**config.mk**
```make
export PLATFORM = sky130hd
export DESIGN_NAME = memory_arbiter_flat
export DESIGN_NICKNAME = d
export VERILOG_FILES = /design/src/rtl/memory_arbiter_if.sv /design/src/rtl/memory_arbiter.sv /design/src/flat_wrapper.sv
export SDC_FILE = /design/constraint.sdc
export NUM_CORES = 1
export LEC_CHECK = 0
export CAP_MARGIN = 20
export CORE_AREA = 2 2 167 169
export CTS_CLUSTER_SIZE = 40
export DETAILED_ROUTE_END_ITERATION = 10
export DIE_AREA = 0 0 169 171
export GPL_ROUTABILITY_DRIVEN = 0
export REMOVE_ABC_BUFFERS = 1
export SLEW_MARGIN = 20
export SYNTH_ARGS = -nofsm -noshare
export SYNTH_HDL_FRONTEND = slang
export SYNTH_SLANG_ARGS = --single-unit
```
**constraint.sdc**
```tcl
create_clock -name CLK -period 1.8 [get_ports CLK]
set_input_delay 0.36 -clock CLK [delete_from_list [all_inputs] [get_ports CLK]]
set_output_delay 0.36 -clock CLK [all_outputs]
set_load 0.01 [all_outputs]
```
**src/rtl/memory_arbiter_if.sv**
```systemverilog
// memory_arbiter_if: cache-side request/response ports and RAM port bundled for the arbiter
interface memory_arbiter_if #(parameter int NCPU = 2);
  logic [NCPU-1:0] iREN, iwait, dREN, dWEN, cctrans, dwait;
  logic [NCPU-1:0][31:0] iaddr, iload, daddr, dstore, dload;
  logic ramREN, ramWEN, timeout_err;
  logic [31:0] ramaddr, ramstore, ramload;
  logic [1:0] ramstate;
  modport slave (
    input iREN, iaddr, dREN, dWEN, daddr, dstore, cctrans, ramload, ramstate,
    output iwait, iload, dwait, dload, ramREN, ramWEN, ramaddr, ramstore, timeout_err
  );
  modport master (
    output iREN, iaddr, dREN, dWEN, daddr, dstore, cctrans, ramload, ramstate,
    input iwait, iload, dwait, dload, ramREN, ramWEN, ramaddr, ramstore, timeout_err
  );
endinterface

```
**src/rtl/memory_arbiter.sv**
```systemverilog
// memory_arbiter: round-robin icache/dcache arbiter onto one RAM port with dcache block lock and timeout
module memory_arbiter #(
  parameter int NCPU = 2,
  parameter int TIMEOUT = 255
) (
  input logic CLK,
  input logic nRST,
  memory_arbiter_if.slave bus
);
  localparam int IW = NCPU > 1 ? $clog2(NCPU) : 1;
  typedef enum logic {ARB, XFER} state_t;
  state_t state_q, state_d;
  logic [IW-1:0] gidx_q, gidx_d, lock_q, lock_d, rr_q, rr_d, didx, iidx, pj;
  logic gd_q, gd_d, lockv_q, lockv_d, terr_q, terr_d;
  logic [7:0] tcnt_q, tcnt_d;
  logic [NCPU-1:0] dreq;
  logic req, wr, acc, lock_hit, dfound, ifound;
  assign dreq = bus.dREN | bus.dWEN;
  assign acc = bus.ramstate == 2'd2;
  assign bus.timeout_err = terr_q;
  // Scan downwards so the core nearest rr wins the last assignment
  always_comb begin
    didx = '0;
    iidx = '0;
    dfound = 1'b0;
    ifound = 1'b0;
    pj = '0;
    for (int k = NCPU - 1; k >= 0; k--) begin
      pj = IW'((int'(rr_q) + k) % NCPU);
      if (dreq[pj]) begin
        dfound = 1'b1;
        didx = pj;
      end
      if (bus.iREN[pj]) begin
        ifound = 1'b1;
        iidx = pj;
      end
    end
  end
  always_comb begin
    state_d = state_q;
    gidx_d = gidx_q;
    gd_d = gd_q;
    lock_d = lock_q;
    lockv_d = lockv_q;
    rr_d = rr_q;
    tcnt_d = tcnt_q;
    terr_d = terr_q;
    bus.iwait = '1;
    bus.dwait = '1;
    bus.iload = '0;
    bus.dload = '0;
    bus.ramREN = 1'b0;
    bus.ramWEN = 1'b0;
    bus.ramaddr = '0;
    bus.ramstore = '0;
    req = gd_q ? dreq[gidx_q] : bus.iREN[gidx_q];
    wr = gd_q && bus.dWEN[gidx_q];
    lock_hit = lockv_q && bus.cctrans[lock_q];
    if (state_q == ARB) begin
      lockv_d = lock_hit;
      tcnt_d = '0;
      state_d = (dfound || ifound) ? XFER : ARB;
      gd_d = (lock_hit && dreq[lock_q]) || dfound;
      gidx_d = (lock_hit && dreq[lock_q]) ? lock_q : dfound ? didx : iidx;
    end else if (!req) begin
      state_d = ARB;
      tcnt_d = '0;
      lockv_d = lock_hit;
    end else begin
      bus.ramWEN = wr;
      bus.ramREN = !wr;
      bus.ramaddr = gd_q ? bus.daddr[gidx_q] : bus.iaddr[gidx_q];
      bus.ramstore = wr ? bus.dstore[gidx_q] : '0;
      if (acc) begin
        if (gd_q) begin
          bus.dwait[gidx_q] = 1'b0;
          bus.dload[gidx_q] = bus.ramload;
        end else begin
          bus.iwait[gidx_q] = 1'b0;
          bus.iload[gidx_q] = bus.ramload;
        end
        state_d = ARB;
        tcnt_d = '0;
        rr_d = gidx_q == IW'(NCPU - 1) ? '0 : gidx_q + 1'b1;
        if (gd_q && bus.cctrans[gidx_q]) begin
          lockv_d = 1'b1;
          lock_d = gidx_q;
        end
      end else begin
        tcnt_d = tcnt_q == 8'(TIMEOUT) ? tcnt_q : tcnt_q + 8'd1;
        terr_d = terr_q || tcnt_d == 8'(TIMEOUT);
      end
    end
  end
  always_ff @(posedge CLK or negedge nRST) begin
    if (!nRST) begin
      state_q <= ARB;
      gidx_q <= '0;
      gd_q <= 1'b0;
      lock_q <= '0;
      lockv_q <= 1'b0;
      rr_q <= '0;
      tcnt_q <= '0;
      terr_q <= 1'b0;
    end else begin
      state_q <= state_d;
      gidx_q <= gidx_d;
      gd_q <= gd_d;
      lock_q <= lock_d;
      lockv_q <= lockv_d;
      rr_q <= rr_d;
      tcnt_q <= tcnt_d;
      terr_q <= terr_d;
    end
  end
endmodule

```
**src/flat_wrapper.sv**
```systemverilog
// flat-port wrapper written by rule: the top's interface ports become plain ports
module memory_arbiter_flat 
#(
  parameter int NCPU = 2,
  parameter int TIMEOUT = 255
)
  (CLK, nRST, bus_iREN, bus_iaddr, bus_dREN, bus_dWEN, bus_daddr, bus_dstore, bus_cctrans, bus_ramload, bus_ramstate, bus_iwait, bus_iload, bus_dwait, bus_dload, bus_ramREN, bus_ramWEN, bus_ramaddr, bus_ramstore, bus_timeout_err);
  memory_arbiter_if #(.NCPU(NCPU)) bus_i ();
  input logic CLK;
  input logic nRST;
  input wire logic [$bits(bus_i.iREN)-1:0] bus_iREN;
  input wire logic [$bits(bus_i.iaddr)-1:0] bus_iaddr;
  input wire logic [$bits(bus_i.dREN)-1:0] bus_dREN;
  input wire logic [$bits(bus_i.dWEN)-1:0] bus_dWEN;
  input wire logic [$bits(bus_i.daddr)-1:0] bus_daddr;
  input wire logic [$bits(bus_i.dstore)-1:0] bus_dstore;
  input wire logic [$bits(bus_i.cctrans)-1:0] bus_cctrans;
  input wire logic [$bits(bus_i.ramload)-1:0] bus_ramload;
  input wire logic [$bits(bus_i.ramstate)-1:0] bus_ramstate;
  output wire logic [$bits(bus_i.iwait)-1:0] bus_iwait;
  output wire logic [$bits(bus_i.iload)-1:0] bus_iload;
  output wire logic [$bits(bus_i.dwait)-1:0] bus_dwait;
  output wire logic [$bits(bus_i.dload)-1:0] bus_dload;
  output wire logic [$bits(bus_i.ramREN)-1:0] bus_ramREN;
  output wire logic [$bits(bus_i.ramWEN)-1:0] bus_ramWEN;
  output wire logic [$bits(bus_i.ramaddr)-1:0] bus_ramaddr;
  output wire logic [$bits(bus_i.ramstore)-1:0] bus_ramstore;
  output wire logic [$bits(bus_i.timeout_err)-1:0] bus_timeout_err;
  assign bus_i.iREN = bus_iREN;
  assign bus_i.iaddr = bus_iaddr;
  assign bus_i.dREN = bus_dREN;
  assign bus_i.dWEN = bus_dWEN;
  assign bus_i.daddr = bus_daddr;
  assign bus_i.dstore = bus_dstore;
  assign bus_i.cctrans = bus_cctrans;
  assign bus_i.ramload = bus_ramload;
  assign bus_i.ramstate = bus_ramstate;
  assign bus_iwait = bus_i.iwait;
  assign bus_iload = bus_i.iload;
  assign bus_dwait = bus_i.dwait;
  assign bus_dload = bus_i.dload;
  assign bus_ramREN = bus_i.ramREN;
  assign bus_ramWEN = bus_i.ramWEN;
  assign bus_ramaddr = bus_i.ramaddr;
  assign bus_ramstore = bus_i.ramstore;
  assign bus_timeout_err = bus_i.timeout_err;
  memory_arbiter #(.NCPU(NCPU), .TIMEOUT(TIMEOUT)) u_core (.CLK(CLK), .nRST(nRST), .bus(bus_i));
endmodule
```
# After elaboration in Yosys (flattened, before gate mapping)
# Index checks and enable logic that the tools add are counted.
[totals]
out_inout_bits = 199
regBits = 15
wordCells = 118
[op_classes]
addsub = 3
n_bitwise = 4
magnitude_cmp = 5
muxes = 80
n_reduce_logical = 13
n_eq_ne = 5
[op_table]
columns = ["cell", "n"]
rows = [
  ["two-way mux 64 bit", 8],
  ["two-way mux 32 bit", 13],
  ["bitwise AND 64 bit", 1],
  ["two-way mux 1 bit", 45],
  ["demux 32 bit (select 1 bit)", 1],
  ["two-way mux 8 bit", 4],
  ["equality test 8 bit, second input constant", 2],
  ["two-way mux 2 bit", 8],
  ["adder 8 x 1 -> 8 bit, second input constant", 1],
  ["less-than comparator 1 x 2 -> 1 bit, second input constant", 4],
  ["!= test 3 bit, second input constant", 2],
  ["AND reduction 3 bit", 2],
  ["logical AND 1 bit", 5],
  ["AND reduction 4 bit", 1],
  ["logical OR 1 bit", 3],
  ["adder 1 bit, second input constant", 2],
  ["equality test 2 bit, second input constant", 1],
  ["inverter 2 bit", 1],
  ["OR 2 bit", 1],
  ["AND reduction 2 bit", 1],
  ["demux 1 bit (select 1 bit)", 1],
  ["greater-or-equal comparator 1 bit, second input constant", 1],
  ["zero test 1 bit", 1],
  ["inverter 1 bit", 1],
]

# Longest topological paths before layout
# Gate-level depths: netlist of run 1.
[logic_depth]
word_depth = 9
depth_mapped = 6
mapped_depth_nobuf = 5

# Worst setup path after synthesis of run 1
# Ideal clock, no wire load.
[synth_path]
path_kind = "input to output"
from = "input port bus_dREN[0]"
to = "output port bus_ramaddr[22]"
required_ps = 1440
n_path_buf = 1
path_slack_ps = -115
arrival_time_ps = 1555
cell_stages = 4
path_cell_list = "or2_2 > mux4_2 > buf_6 > and3_1"
[synth_via]
elab_chain_cells = 6
[synth_rtl]
columns = ["item", "line", "source"]
rows = [
  ["start, declared", "flat_wrapper.sv:13", "input wire logic [$bits(bus_i.dREN)-1:0] bus_dREN;"],
  ["OR 2 bit", "memory_arbiter.sv:18", "assign dreq = bus.dREN | bus.dWEN;"],
  ["two-way mux 1 bit (implied by the code) (2 in series)", "memory_arbiter.sv:57", "req = gd_q ? dreq[gidx_q] : bus.iREN[gidx_q];"],
  ["two-way mux 1 bit", "memory_arbiter.sv:57", ""],
  ["two-way mux 32 bit", "memory_arbiter.sv:66", "end else if (!req) begin"],
  ["two-way mux 32 bit", "memory_arbiter.sv:60", "if (state_q == ARB) begin"],
  ["end, declared", "flat_wrapper.sv:26", "output wire logic [$bits(bus_i.ramaddr)-1:0] bus_ramaddr;"],
]
# Every way passes these cells. The select of a mux whose other input is x is not followed.

# Worst setup path in the final report of run 1
[layout_path]
from = "register u_core.gidx_q"
to = "output port bus_ramaddr[7]"
[layout_via]
elab_chain_cells = 5
[layout_rtl]
columns = ["item", "line", "source"]
rows = [
  ["start, declared", "memory_arbiter.sv:13", "logic [IW-1:0] gidx_q, gidx_d, lock_q, lock_d, rr_q, rr_d, didx, iidx, pj;"],
  ["start signal, assigned", "memory_arbiter.sv:108", "gidx_q <= gidx_d;"],
  ["two-way mux 32 bit (implied by the code) or two-way mux 1 bit (tied branches) (2 in series)", "memory_arbiter.sv:73, memory_arbiter.sv:57", ""],
  ["two-way mux 32 bit or two-way mux 1 bit (tied branches)", "memory_arbiter.sv:73, memory_arbiter.sv:57", ""],
  ["two-way mux 32 bit (*)", "memory_arbiter.sv:66", ""],
  ["two-way mux 32 bit (*)", "memory_arbiter.sv:60", ""],
]
# Mark *: on every way between the ends. The rest lies on a longest branch, timed or not. The select of a mux whose other input is x is not followed.

==> qor.log, run 1 <==
[outcome] result of the run finished, violations left
[outcome] failing checks setup timing
[floorplan] Boundary Pins 435
[layout] share of the core filled with cells in the final layout 36.37%
[flow_run] total of max-cap violations 0
[timing] transition at the pin with the smallest max-transition slack 364.0 ps
[layout] fraction of final layout cells with drive strength greater than 1 56.02%
[timing] maximum clock skew at final layout 3.670 ps
[global_route] initial antenna violation count 3
[pwr] power share of the sequential group 6.9%
[clock_network] CTS Hold Buffers Added 0
[pwr] worst voltage drop across the vdd grid 427.1 uV
[timing] Peak Freq 421.7 MHz
[global_route] total overflow reported by the global router 0
[yosys] Gate Count Post-Synth 409
[yosys] most area-hungry cell type in the Yosys netlist sky130_fd_sc_hd__and2_1
[timing] worst max-slew margin expressed relative to the limit 75.73%
[placement] HPWL after detailed placement 19,310 um
[yosys] dominant cells by area after synthesis sky130_fd_sc_hd__and2_1, sky130_fd_sc_hd__mux4_2, sky130_fd_sc_hd__dfrtp_1
[worst_setup_path] critical-path maximum fanout 5
[pwr] proportion of power drawn by combinational gates 87.4%
[worst_setup_path] family with the most delay on the worst path multiplexers
[timing] RSZ-0062 raised after global routing yes
[pwr] total chip power 7.808 mW
[worst_setup_path] Crit path buffers/inverters 4
[yosys] prevailing post-synth register cell sky130_fd_sc_hd__dfrtp_1
[pwr] internal power of the cells 4.679 mW
[timing] Final Max Tran Viols 0
[yosys] top-area cell type share of the netlist area 23.80%
[routing] number of nets with antenna violations after detailed routing 0
[routing] WL/cell 21.74 um
[floorplan] die extent in y 171 um
[timing] final worst-path setup slack -571.6 ps
[worst_setup_path] Critical Path Max Stage Delay 570 ps
[clock_network] clk_lat worst skew 250 ps
[yosys] number of synthesized flops with an enable pin 0
[worst_setup_path] cell seen most often among critical-path stages sky130_fd_sc_hd__buf_6
[timing] post-layout minimum cycle time 2372 ps
[worst_setup_path] type of element launching the critical path register
[floorplan] Total Die Area 28,900 sq um
[routing] number of remaining DRC errors 0
[clock_network] Longest Clk Path Bufs 2
[worst_setup_path] kind of critical path reg2out
[worst_setup_path] data required time of the worst path 1440 ps
[layout] commonest cells after routing, fill and taps aside sky130_fd_sc_hd__clkdlybuf4s50_1, sky130_fd_sc_hd__buf_6, sky130_fd_sc_hd__and2_4
[worst_hold_path] worst min path class in2async
[pwr] Leakage 4.505 nW
[yosys] count of state elements after synthesis 15
[worst_setup_path] arrival time at the worst endpoint 2010 ps
[pwr] Clk pwr share 5.7%
[floorplan] x dimension of the die 169 um
[routing] Initial DRC Count 194
[layout] total non-filler cell area in the finished layout 9937 sq um
[yosys] synth warn 0
[layout] number of nets in the finished design 1,168
[floorplan] initial cell density of the core 12.31%
[routing] Total Wirelength 27,790 um
[global_route] first-pass GRT wire length 34,690 um
[timing] count of endpoints failing hold in the final timing report 0
[global_route] maximum number of pins on one net before global-route repair 35
[pwr] total power density per cell area 785.7 nW/um^2
[timing] Min Hold Slack 377.5 ps
[routing] total via count in the routed design 5,385
[yosys] asr flop ratio synth 100.0%
[timing] number of failing setup endpoints in the final timing report 204
[clock_network] register clock-pin slew on the reported worst setup and hold paths 50 ps
[floorplan] Core Area 27,320 sq um
[placement] worst slack at placement -1164 ps
[pwr] Switching Power 3.129 mW
[clock_network] CTS root buffer sky130_fd_sc_hd__clkbuf_16
[pwr] Sw Share 40.08%
[global_route] total routing usage reported by global routing 16.10%
[routing] average via count per standard cell 4.214
[global_route] via count of the first global-routing pass 5,223
[placement] count of port buffers added during placement 434
[worst_setup_path] endpoint type of the worst setup path output port
[floorplan] Site Rows 61
[timing] fraction of the cycle the final worst path needs 131.8%
[clock_network] H-tree level count 1
[yosys] netlist area before placement 3364 sq um
[yosys] count of cell types in the netlist 43
[clock_network] clock net sink count 15
[placement] cell area after placement 8397 sq um
[routing] 1st-pass router iterations 4
[worst_setup_path] cell-by-cell trace of the critical path mux4_2 -> buf_6 -> buf_16 -> buf_6 -> and3_4 -> buf_6
[clock_network] TritonCTS clock tree yes
[yosys] mean instance size in the synthesized netlist 8.226 sq um
[yosys] sequential cell area fraction in the yosys report 11.16%
[layout] signed area change from the synthesized netlist to the final layout 195.4%
[layout] most common cell after layout, fill and taps aside sky130_fd_sc_hd__clkdlybuf4s50_1
[clock_network] total clock buffers created by CTS 3
[worst_setup_path] Worst path slowest cell sky130_fd_sc_hd__mux4_2
[state kept, by name (all words and copies together) (netlist names)]
register                count
u_core.gd_q                 1
u_core.lockv_q              1
u_core.rr_q                 1
u_core.tcnt_q               8
u_core.state_q              1
u_core.bus.timeout_err      1
u_core.lock_q               1
u_core.gidx_q               1
[power by group through the flow]
| stage | Combinational [mW] | Clock (mW) | Sequential [mW] |
|---|---|---|---|
| after floorplan | 1.84 | 0 | 0.825 |
| after global placement | 5.42 | 0 | 0.558 |
| final | 6.83 | 0.445 | 0.537 |
| after global routing | 7.19 | 0.465 | 0.549 |
| after detailed placement | 5.45 | 0 | 0.558 |
| after CTS | 6.16 | 0.452 | 0.537 |
[area by class of cell]
type                       instances  area [sq um]
fill                            2806         17390
timing repair buffer             558          5781
multi-input combinational        344          3222
tap                              346         432.9
sequential                        15         380.4
clock buffer                       3         75.07
inverter                           9         36.28
clock inverter                     1         5.005
antenna                            2         5.005
[metal layers]
metal  GRT usage [%]  routed length, um  part of all wire, %
met1           18.02              10580                   38
met2           30.72              14740                   53
met3           3.007               1730                  6.2
met4           5.054                738                  2.7
met5               0                  0                    0
[synth_stat cells, types with 2 or more instances]
cell,instances
sky130_fd_sc_hd__clkbuf_1,24
sky130_fd_sc_hd__nand2_1,12
sky130_fd_sc_hd__nand3_1,7
sky130_fd_sc_hd__a21oi_1,3
sky130_fd_sc_hd__buf_6,4
sky130_fd_sc_hd__dfrtp_1,15
sky130_fd_sc_hd__a311oi_1,2
sky130_fd_sc_hd__o21ai_0,4
sky130_fd_sc_hd__nor2b_1,4
sky130_fd_sc_hd__mux2_2,2
sky130_fd_sc_hd__buf_2,12
sky130_fd_sc_hd__a211oi_1,3
sky130_fd_sc_hd__and3b_1,3
sky130_fd_sc_hd__mux2i_1,35
sky130_fd_sc_hd__inv_1,9
sky130_fd_sc_hd__a31oi_1,3
sky130_fd_sc_hd__and2_1,128
sky130_fd_sc_hd__and3_1,36
sky130_fd_sc_hd__nor2_1,44
sky130_fd_sc_hd__mux4_2,33
sky130_fd_sc_hd__nor3_1,3
sky130_fd_sc_hd__nand3b_1,2
[metrics by stage]
stage / cells / TNS (ps)
after CTS: 1236 / -107280
after floorplan: 368 / -442930
after global placement: 1190 / -211950
after global routing: 1278 / -76000
after detailed placement: 1190 / -213500
final: 1278 / -66930
[cells by family after synthesis]
kind of cell / Yosys count / synth area share, %
adder cells (fa/ha/maj): 1 / 0.3718
XOR/XNOR: 1 / 0.2604
AND/OR/NAND/NOR: 247 / 42.66
flip-flops: 15 / 11.16
multiplexers: 70 / 33.17
buffers and inverters: 50 / 6.917
AO/OA/AOI/OAI: 25 / 5.467
[what timing repair did]
action | in CTS | in global routing
gates resized for setup | 487 | 589
pin swaps | 18 | 7
setup buffers | 34 | 43
cloned | 9 | 11
endpoints found under the setup margin | 211 | 210
[path summary, 6_finish.rpt]
check	start	to	slack, ps	depth (start not counted)
hold / removal	nRST	u_core.bus.timeout_err	380	1
hold reg to reg	u_core.bus.timeout_err	u_core.bus.timeout_err	490	2
max in group asynchronous	nRST	u_core.state_q	960	2
min in group CLK	u_core.bus.timeout_err	u_core.bus.timeout_err	490	2
setup / recovery	u_core.gidx_q	bus_ramaddr[7]	-570	6
setup reg to reg	u_core.gidx_q	u_core.bus.timeout_err	-70	5
Power figures use the tool's default switching activity.
==> inputs of run 2 (changes only) <==
- GPL_ROUTABILITY_DRIVEN: 0 -> default
==> results of run 2 <==
The final DEF is identical to that of run 1; final timing and power are the same.
